**config.mk**
```make
export PLATFORM = sky130hd
export DESIGN_NAME = fir_out_decimator_flat
export DESIGN_NICKNAME = d
export VERILOG_FILES = /design/src/rtl/fir_pkg.sv /design/src/rtl/fir_out_decimator_if.sv /design/src/rtl/sync_fifo.sv /design/src/rtl/fir_out_decimator.sv /design/src/flat_wrapper.sv
export SDC_FILE = /design/constraint.sdc
export NUM_CORES = 1
export LEC_CHECK = 0
export BUFFER_PORTS_ARGS = -buffer_cell sky130_fd_sc_hd__buf_2
export CAP_MARGIN = 40
export CORE_MARGIN = 1
export CORE_UTILIZATION = 45
export CTS_CLUSTER_DIAMETER = 150
export CTS_CLUSTER_SIZE = 10
export DETAILED_ROUTE_END_ITERATION = 6
export GPL_ROUTABILITY_DRIVEN = 0
export REMOVE_ABC_BUFFERS = 1
export SLEW_MARGIN = 15
export SYNTH_ARGS = -nofsm -noshare
export SYNTH_HDL_FRONTEND = slang
export SYNTH_SLANG_ARGS = --single-unit
```
**constraint.sdc**
```tcl
create_clock -name clock -period 4.7 [get_ports clock]
set_input_delay 1.175 -clock clock [delete_from_list [all_inputs] [get_ports clock]]
set_output_delay 1.175 -clock clock [all_outputs]
set_load 0.01 [all_outputs]
```
**src/rtl/fir_pkg.sv**
```systemverilog
// fir_pkg: shared widths and defaults for the FIR filter and its downstream blocks
package fir_pkg;
  localparam int FIR_OUT_W = 17;
  localparam int FIR_IN_W = 8;
  localparam int DEF_LOG2_DEC = 3;
  localparam int DEF_FIFO_DEPTH = 4;
endpackage

```
**src/rtl/fir_out_decimator_if.sv**
```systemverilog
// fir_out_decimator_if: sample input and decimated-result output handshake
interface fir_out_decimator_if
  import fir_pkg::*;
#(
  parameter int IN_W = FIR_OUT_W
);
  logic in_valid;
  logic [IN_W-1:0] in_data;
  logic out_valid;
  logic out_ready;
  logic [IN_W-1:0] out_data;
  logic overflow;
  modport master (output in_valid, in_data, out_ready, input out_valid, out_data, overflow);
  modport slave (input in_valid, in_data, out_ready, output out_valid, out_data, overflow);
endinterface

```
**src/rtl/sync_fifo.sv**
```systemverilog
// sync_fifo: result queue; pointers carry an extra wrap bit to tell full from empty
module sync_fifo #(
  parameter int WIDTH = 17,
  parameter int DEPTH = 4
) (
  input  logic clock,
  input  logic reset,
  input  logic push,
  input  logic pop,
  input  logic [WIDTH-1:0] din,
  output logic full,
  output logic empty,
  output logic [WIDTH-1:0] head
);
  localparam int AW = $clog2(DEPTH);
  logic [WIDTH-1:0] mem [DEPTH];
  logic [AW:0] wr_ptr, rd_ptr;
  logic do_push, do_pop;
  assign empty = wr_ptr == rd_ptr;
  assign full = (wr_ptr[AW] != rd_ptr[AW]) && (wr_ptr[AW-1:0] == rd_ptr[AW-1:0]);
  assign do_pop = pop & ~empty;
  assign do_push = push & (~full | do_pop);
  assign head = mem[rd_ptr[AW-1:0]];
  // advance pointers; a push into a full queue only lands when a pop frees the slot
  always_ff @(posedge clock) begin
    if (reset) begin
      wr_ptr <= '0;
      rd_ptr <= '0;
    end else begin
      if (do_push) wr_ptr <= wr_ptr + (AW+1)'(1);
      if (do_pop) rd_ptr <= rd_ptr + (AW+1)'(1);
    end
  end
  // storage write
  always_ff @(posedge clock) begin
    if (do_push) mem[wr_ptr[AW-1:0]] <= din;
  end
endmodule

```
**src/rtl/fir_out_decimator.sv**
```systemverilog
// fir_out_decimator: boxcar-averages 2^LOG2_DEC samples and queues results behind valid/ready
module fir_out_decimator
  import fir_pkg::*;
#(
  parameter int IN_W = FIR_OUT_W,
  parameter int LOG2_DEC = DEF_LOG2_DEC,
  parameter int FIFO_DEPTH = DEF_FIFO_DEPTH
) (
  input logic clock,
  input logic reset,
  fir_out_decimator_if.slave bus
);
  localparam int ACC_W = IN_W + LOG2_DEC;
  logic [ACC_W-1:0] acc, sum;
  logic [LOG2_DEC-1:0] cnt;
  logic last, push, pop_ok, full, empty, ovf;
  logic [IN_W-1:0] head;
  assign sum = acc + ACC_W'(bus.in_data);
  assign last = &cnt;
  assign push = bus.in_valid & last & ~reset;
  assign pop_ok = bus.out_ready & ~empty;
  // accumulate-and-dump; counter wraps naturally on the final sample
  always_ff @(posedge clock) begin
    if (reset) begin
      acc <= '0;
      cnt <= '0;
    end else if (bus.in_valid) begin
      acc <= last ? '0 : sum;
      cnt <= cnt + LOG2_DEC'(1);
    end
  end
  // sticky overrun: a result arrived at a full queue with no pop to make room
  always_ff @(posedge clock) begin
    if (reset) ovf <= 1'b0;
    else if (push & full & ~pop_ok) ovf <= 1'b1;
  end
  sync_fifo #(.WIDTH(IN_W), .DEPTH(FIFO_DEPTH)) u_fifo (
    .clock(clock),
    .reset(reset),
    .push(push),
    .pop(bus.out_ready),
    .din(sum[ACC_W-1:LOG2_DEC]),
    .full(full),
    .empty(empty),
    .head(head)
  );
  assign bus.out_valid = ~empty;
  assign bus.out_data = empty ? '0 : head;
  assign bus.overflow = ovf;
endmodule

```
**src/flat_wrapper.sv**
```systemverilog
// flat-port wrapper written by rule: the top's interface ports become plain ports
module fir_out_decimator_flat import fir_pkg::*;
#(
  parameter int IN_W = FIR_OUT_W,
  parameter int LOG2_DEC = DEF_LOG2_DEC,
  parameter int FIFO_DEPTH = DEF_FIFO_DEPTH
)
  (clock, reset, bus_in_valid, bus_in_data, bus_out_ready, bus_out_valid, bus_out_data, bus_overflow);
  fir_out_decimator_if #(.IN_W(IN_W)) bus_i ();
  input logic clock;
  input logic reset;
  input wire logic [$bits(bus_i.in_valid)-1:0] bus_in_valid;
  input wire logic [$bits(bus_i.in_data)-1:0] bus_in_data;
  input wire logic [$bits(bus_i.out_ready)-1:0] bus_out_ready;
  output wire logic [$bits(bus_i.out_valid)-1:0] bus_out_valid;
  output wire logic [$bits(bus_i.out_data)-1:0] bus_out_data;
  output wire logic [$bits(bus_i.overflow)-1:0] bus_overflow;
  assign bus_i.in_valid = bus_in_valid;
  assign bus_i.in_data = bus_in_data;
  assign bus_i.out_ready = bus_out_ready;
  assign bus_out_valid = bus_i.out_valid;
  assign bus_out_data = bus_i.out_data;
  assign bus_overflow = bus_i.overflow;
  fir_out_decimator #(.IN_W(IN_W), .LOG2_DEC(LOG2_DEC), .FIFO_DEPTH(FIFO_DEPTH)) u_core (.clock(clock), .reset(reset), .bus(bus_i));
endmodule
```
Yosys cells after proc, flatten, opt, wreduce, memory -nomap -nowiden

Memory sizes are Yosys's and may differ from the RTL's. A register that Yosys moved wholly into a read port is not among the register bits.
Index checks and enable logic that the tools add are counted.

Add/sub/neg operators: 4
Equality and inequality tests: 3
Mux-type cells: 6
Bitwise operators: 11
Reduce and logical (&&, ||, !) cells: 2

Operators by type and width:

| cell                                         | count |
|---|---|
| adder 20 x 17 -> 20 bit                      | 1 |
| two-way mux 20 bit                           | 1 |
| two-way mux 17 bit                           | 1 |
| adder 3 x 1 -> 3 bit (second input constant) | 3 |
| AND 1 bit                                    | 6 |
| two-way mux 2 bit                            | 2 |
| NOT 1 bit                                    | 4 |
| equality test 3 bit                          | 1 |
| AND reduction 3 bit                          | 1 |
| equality test 2 bit                          | 1 |
| two-way mux 1 bit                            | 2 |
| logical AND 1 bit                            | 1 |
| != test 1 bit                                | 1 |
| bitwise OR 1 bit                             | 1 |

Register bits: 30
Bits in writable memories: 68
Output and inout bits: 19
Logic and storage cells: 32
Memories kept: 1

Memories:

| name              | depth | width | rd ports | clocked after memory_dff | wr ports | RTL line        | text |
|---|---|---|---|---|---|---|---|
| u_core.u_fifo.mem | 4     | 17    | 1        | 1                        | 1        | sync_fifo.sv:16 | `logic [WIDTH-1:0] mem [DEPTH];` |

Longest topological paths before layout

Gate-level depths: netlist (run 1).

Depth after elaboration: 7
Depth in mapped cells: 8
Depth with buffers taken out: 8

By module

A second synthesis (run 1) with hierarchy kept.

Cells, all modules: 398
Area, all modules: 5,018.6 µm²

By module, submodules not included:

| module            | times used | cells each | area each (µm²) | sequential area each (µm²) |
|---|---|---|---|---|
| sync_fifo         | 1          | 144        | 2,995.4         | 2,202.1 |
| fir_out_decimator | 1          | 254        | 2,023.2         | 480.5 |

Worst setup path before layout (run 1)

Ideal clock, no wire load.

Path kind: input to register
Start point: in bus_in_data[0]
End point: reg u_core.acc[16]
Setup time: 0.117 ns
Data arrival time: 3.056 ns
Setup slack: 1.528 ns
Stages on the path: 8
Path through: ha_1 > fa_1 > a21o_1 > a221oi_1 > o31ai_1 > a31oi_1 > xnor2_1 > a22o_1

Word-level cells in the longest chain between the ends: 2

Ends and longest elaborated chain:

| item                    | RTL line                | text |
|---|---|---|
| start: declaration      | flat_wrapper.sv:13      | `input wire logic [$bits(bus_i.in_data)-1:0] bus_in_data;` |
| adder 20 x 17 -> 20 bit | fir_out_decimator.sv:18 | `assign sum = acc + ACC_W'(bus.in_data);` |
| via u_core.sum[16]      | fir_out_decimator.sv:14 | `logic [ACC_W-1:0] acc, sum;` |
| two-way mux 20 bit      | fir_out_decimator.sv:28 | `acc <= last ? '0 : sum;` |
| end signal: assignment  | fir_out_decimator.sv:28 |  |
| end: declaration        | fir_out_decimator.sv:14 |  |

The timed path passes the listed nets, and every way through them passes these cells.
A chain may end at the register's enable or synchronous reset.

Worst setup path after layout (run 1)

Start point: in bus_in_data[0]
End point: reg u_core.acc[14]

Same word-level chain as after synthesis.

==> results.md, run 1 <==
- Status: complete, no violations
- Critical Path Start Type: input port
- Storage cell area: 0.00268 mm²
- Critical path class: in -> reg
- Effective utilization at floorplan: 47.0%
- Post-CTS Setup Inserts: 0
- Min Tclk post-route: 3240 ps
- Average cell area after synthesis: 12.5 µm²
- Post-DP HPWL: 6840 µm
- Max-cap violations: 0
- Worst-path clk slew: 100 ps
- Slew margin rel.: 56.4%
- Number of I/O port buffers: 39
- Skew-Pair Late Insertion Delay: 370 ps
- Hold_buf cts: 0
- TNS Setup: 0 ps
- Hold crit path type: reg -> reg
- # IOs: 40
- Clock Sinks: 100
- CTS root buffer: clkbuf_8
- Hold Fails Final Rpt: 0
- Final clock skew: 10.1 ps
- Crit end category: flop
- Total of warnings raised by yosys: 0
- Unique cell type count in the Yosys netlist: 52
- CTS tree: yes
- CORE AREA: 0.0104 mm²
- Post-DR vias/cell: 5.47
- CTS buffer count: 9
- Diodes inserted: 0
- Total GRT Usage: 19.0%
- Fraction of final layout cells with drive strength greater than 1: 19.6%
- Die footprint: 0.0113 mm²
- Multi-input logic area: 0.00210 mm²
- H-tree depth: 3
- Final Cell Area: 0.00545 mm²
- Gr ovfl total: 0
- Synth top area share: 41.7%
- Std cell rows: 37
- FF+latch count, synth: 100
- DRT Pass-1 Iters: 4
- First-pass GRT wire length: 16000 µm
- Pleak: 2.08 nW
- Total Power: 0.00190 W
- Setup ws final: 1460 ps
- Die Width: 106 µm
- Filler Cells Inserted: 919
- Vias post-DR: 3120
- Non-filler instance count after layout: 570
- Inst Count DP: 554
- Pwr per Cell Area: 350 mW/mm²
- Pin count of the biggest net entering global routing: 34
- WP data required: 4960 ps
- Mapped Area: 0.00489 mm²
- Crit share post-route: 68.9%
- Synth async-reset ratio: 0%
- Dpl cell area: 0.00527 mm²
- Data arrival, critical path: 3500 ps
- DRT iter0 DRCs: 132
- # nets final: 475
- Area contributors post-synth: edfxtp_1, dfxtp_1, mux4_2
- Routed len/inst: 17.3 µm
- Initial antenna violation count: 0
- Slew Viols, Final: 0
- Maximum vdd drop: 0.000146 V
- # resized after CTS: 0
- Pre-CTS setup slack: 1080 ps
- Detailed Route WL: 9850 µm
- Vias in the first global route: 3049
- RSZ-0062 raised after global routing: no
- Synth-to-Final Area Change: 11.3%
- DRC Markers: 0
- EDFF count, synth: 68
- Post-synth top flop: edfxtp_1
- Max Freq: 309 MHz
- Crit-path max FO: 5
- Synth area leader: edfxtp_1
- Setup violators final: 0
- CTS Buffer Depth: 2
- Slew at the pin closest to its max-slew limit: 652 ps
- Mapped Cells: 391
- Die Span Y: 106 µm
- Seq/Total Area, Yosys: 54.8%
- Final ANT Viol Nets: 0
## layout by cell type (no fill, tap or decap), types with 8 or more instances in the layout
master and count:
edfxtp_1 68, buf_2 39, nor2_1 36, dfxtp_1 32, ha_1 24, and2_1 22
a21oi_1 18, mux4_2 17, nand2_1 15, xnor2_1 14, nor2b_1 13, xor2_1 11
clkbuf_8 10, inv_1 8
## worst max-delay path, cell delays in order
cell and delay, ps:
buf_2 100, ha_1 210, fa_1 400, a21o_1 220, a221oi_1 510, o31ai_1 240, a31oi_1 260, xnor2_1 150
a22o_1 220
## report_power, final
group / total (W) / switching (W) / internal (W)
Clock: 0.000504 / 0.000298 / 0.000206
Combinational: 0.000363 / 0.000230 / 0.000132
Sequential: 0.00104 / 0.0000192 / 0.00102
Total: 0.00190 / 0.000547 / 0.00136
## synthesized netlist by cell type, types with 3 or more instances
master,number
mux4_2,17
xor2_1,11
dfxtp_1,32
nand2_1,15
nor3_1,6
nor2_1,36
nand2b_1,6
o21ai_0,5
o221ai_1,4
ha_1,24
and2_1,22
a22o_1,6
a21o_1,5
mux2i_1,5
a31oi_1,6
a21oi_1,18
o21a_1,3
nand3_1,6
and3_1,3
nor2b_1,13
nand4_1,5
xnor2_1,14
edfxtp_1,68
buf_2,3
clkbuf_1,15
inv_1,8
o21bai_1,3
## per-layer routing
metal  vias to the layer above  track usage (%)  wire length (µm)
met5                         -                0                 0
met4                         0             7.74               128
met3                         9             3.37               404
met2                        58             29.5              4470
met1                      1520             26.3              4840
li1                       1533                -                 -
## path summary, 6_finish.rpt
check,from,endpoint,slack [ps],cells after the start
setup / recovery,bus_in_data[0],u_core.acc[14],1460,9
hold / removal,u_core.bus.overflow,u_core.bus.overflow,470,2
setup reg to reg,u_core.acc[0],u_core.acc[14],2060,8
hold reg to reg,u_core.bus.overflow,u_core.bus.overflow,470,2
## registers in the layout, indices dropped and copies added (netlist names), named ones only
signal,count
u_core.bus.overflow,1
u_core.cnt,3
u_core.u_fifo.mem,68
u_core.acc,20
u_core.u_fifo.rd_ptr,3
u_core.u_fifo.wr_ptr,3
## cells by family (layout without fill, tap and decap cells)
logic type	count (synthesis)	after routing	share of synthesized area, %
and+or+nand+nor	123	123	13.1
DFF	100	100	54.8
AOI/OAI and AO/OA	68	68	10.0
buffers and inverters	28	71	2.22
adders and majority gates	25	25	6.55
xor gates and xnor gates	25	25	4.47
muxes	22	22	8.85
## area by class of cell
type / count / share of cell area (%)
inverter: 8 / 0.551
multi-input combinational: 263 / 38.6
clock buffer: 10 / 2.53
timing repair buffer: 47 / 5.24
sequential: 100 / 49.3
tap: 136 / 3.12
clock inverter: 6 / 0.689
## through the flow
stage | hold slack [ps] | util [%]
floorplan | 443 | -
global placement | 447 | 50.0
detailed placement | 453 | 50.6
CTS | 477 | 52.3
global route | 507 | 52.3
finish | 469 | 52.3
(Power assumes the default switching activity.)
==> inputs of run 2 (changes only) <==
==> constraint.sdc (replaced) <==
create_clock -name clock -period 3.25 [get_ports clock]
set_input_delay 0.8125 -clock clock [delete_from_list [all_inputs] [get_ports clock]]
set_output_delay 0.8125 -clock clock [all_outputs]
set_load 0.01 [all_outputs]
==> run 2 against run 1 <==
Against the previous run:
- critical path depth down 4
- die area unchanged
- routed wire length down 1.9%
- sequential power up 44%
- hold slack better by 16 ps
- highest routed layer unchanged
- non-clock buffer count up 2
- final cell count up 0.35%
- flip-flop and latch count unchanged
==> results.md, run 2 (synthesis gave the netlist of run 1 again) <==
- Status: complete, no violations (unchanged)
- Filler Cells Inserted: 943 (was 919)
- Diodes inserted: 0 (unchanged)
- CTS Buffer Depth: 2 (unchanged)
- Setup violators final: 0 (unchanged)
- Detailed Route WL: 9660 µm (was 9850 µm)
- Most frequent cells in the layout: edfxtp_1, buf_2, nor2_1, dfxtp_1, ha_1 (unchanged)
- DRT iter0 DRCs: 107 (was 132)
- Clock Sinks: 100 (unchanged)
- # nets final: 477 (was 475)
- Die footprint: 0.0113 mm² (unchanged)
- Setup crit start: u_core.u_fifo.wr_ptr[1] (was bus_in_data[0])
- Hold crit path type: reg -> reg (unchanged)
- Critical path class: reg -> out (was in -> reg)
- # resized after CTS: 0 (unchanged)
- Data arrival, critical path: 1920 ps (was 3500 ps)
- Vias in the first global route: 3198 (was 3049)
- Routed len/inst: 16.9 µm (was 17.3 µm)
- H-tree depth: 3 (unchanged)
- Pwr per Cell Area: 526 mW/mm² (was 350 mW/mm²)
- CORE AREA: 0.0104 mm² (unchanged)
- Hold_buf cts: 0 (unchanged)
- Slew at the pin closest to its max-slew limit: 711 ps (was 652 ps)
- Die Width: 106 µm (unchanged)
- Flop pwr share: 52.2% (was 54.5%)
- Final clock skew: 16.3 ps (was 10.1 ps)
- WHS Endpoint: u_core.bus.overflow (unchanged)
- Max reg flops: 68 (unchanged)
- # IOs: 40 (unchanged)
- Slew Viols, Final: 0 (unchanged)
- Effective utilization at floorplan: 47.0% (unchanged)
- WP data required: 2440 ps (was 4960 ps)
- R2r endpoint: u_core.acc[16] (was u_core.acc[14])
- Skew-Pair Late Insertion Delay: 360 ps (was 370 ps)
- Std cell rows: 37 (unchanged)
- Vias post-DR: 3116 (was 3120)
- Most common cell after layout, fill and taps aside: edfxtp_1 (unchanged)
- CTS buffer count: 9 (unchanged)
- DRT Pass-1 Iters: 4 (unchanged)
- Final core utilization: 52.5% (was 52.3%)
- Synth-to-Final Area Change: 11.8% (was 11.3%)
- Clock network power share: 29.4% (was 26.5%)
- Worst-path clk slew: 100 ps (about the same)
- Initial antenna violation count: 0 (unchanged)
- Final hold slack: 485 ps (was 469 ps)
- Hold Fails Final Rpt: 0 (unchanged)
- Switching part of the total: 27.5% (was 28.7%)
- Min Tclk post-route: 2730 ps
- Max Freq: 366 MHz
- Post-DR vias/cell: 5.45 (was 5.47)
- Fraction of final layout cells with drive strength greater than 1: 19.7% (was 19.6%)
- Min-Delay Path Depth: 2 (unchanged)
- Min-delay src: u_core.bus.overflow (unchanged)
- Number of I/O port buffers: 39 (unchanged)
- Maximum vdd drop: 0.000230 V (was 0.000146 V)
- Post-DP HPWL: 6650 µm (was 6840 µm)
- Crit share post-route: 84.0%
- Slew margin rel.: 52.5% (was 56.4%)
- First-pass GRT wire length: 15700 µm (was 16000 µm)
- Crit-path max FO: 20 (was 5)
- DRC Markers: 0 (unchanged)
- Total GRT Usage: 18.4% (was 19.0%)
- Worst R2R Start: u_core.acc[0] (unchanged)
- Net switching power figure: 0.000793 W (was 0.000547 W)
- RSZ-0062 raised after global routing: no (unchanged)
- Final ANT Viol Nets: 0 (unchanged)
- Critical Path Start Type: flop (was input port)
- Pin count of the biggest net entering global routing: 34 (unchanged)
- Die Span Y: 106 µm (unchanged)
- Gr ovfl total: 0 (unchanged)
- CTS tree: yes (unchanged)
- R2R depth: 9 (was 8)
- Logic pwr share: 18.5% (was 19.0%)
- CTS root buffer: clkbuf_8 (unchanged)
- Max-cap violations: 0 (unchanged)
- Pleak: 2.10 nW (was 2.08 nW)
- TNS Setup: 0 ps (unchanged)
- Int Pwr: 0.00208 W (was 0.00136 W)
- Crit end category: primary output (was flop)
- R2R setup slack: 790 ps (was 2060 ps)
- Post-CTS Setup Inserts: 0 (unchanged)
run 2: worst max path at each step:
stage | slack (ps) | to
after floorplan | 440 | u_core.acc[16]
after global placement | 240 | u_core.acc[16]
after detailed placement | 190 | u_core.acc[16]
after CTS | 440 | bus_out_data[5]
after global routing | 310 | bus_out_data[5]
final | 520 | bus_out_data[5]
run 2: power by group through the flow:
| stage | combinational, W | sequential, W | clock [W] |
|---|---|---|---|
| final | 0.000532 | 0.00150 | 0.000845 |
| after global routing | 0.000585 | 0.00151 | 0.000917 |
| after CTS | 0.000529 | 0.00150 | 0.000872 |
| after detailed placement | 0.000528 | 0.00153 | 0 |
| after global placement | 0.000513 | 0.00153 | 0 |
| after floorplan | 0.000375 | 0.00152 | 0 |
run 2: area by class of cell:
type	count	area, µm²	area share (%)
inverters	8	30.0	0.549
clock inverters	5	62.6	1.14
repair buffers	49	270	4.94
flip-flops and latches	100	2680	49.0
multi-input cells	263	2100	38.4
clock buffers	11	153	2.79
well taps	136	170	3.11
run 2: metal layers:
layer,GRT usage (%),up-vias,routed length (µm)
met5,0,-,0
met4,4.96,0,77
met3,3.49,6,279
met2,29.2,47,4400
met1,25.8,1522,4900
li1,-,1541,-
run 2: worst max-delay path: stages, from the launching register on:
cell and delay [ps]:
dfxtp_1 430, xor2_1 210, nor2_1 70, nand2_1 440
and2_1 260, buf_2 140
run 2: through the flow:
stage / area (µm²) / total power (W) / cells / setup WS [ps]
global placement: 5260 / 0.00204 / 556 / 240
CTS: 5470 / 0.00290 / 572 / 436
floorplan: 4810 / 0.00190 / 371 / 440
detailed placement: 5260 / 0.00206 / 556 / 188
global route: 5470 / 0.00301 / 572 / 311
finish: 5470 / 0.00288 / 572 / 521
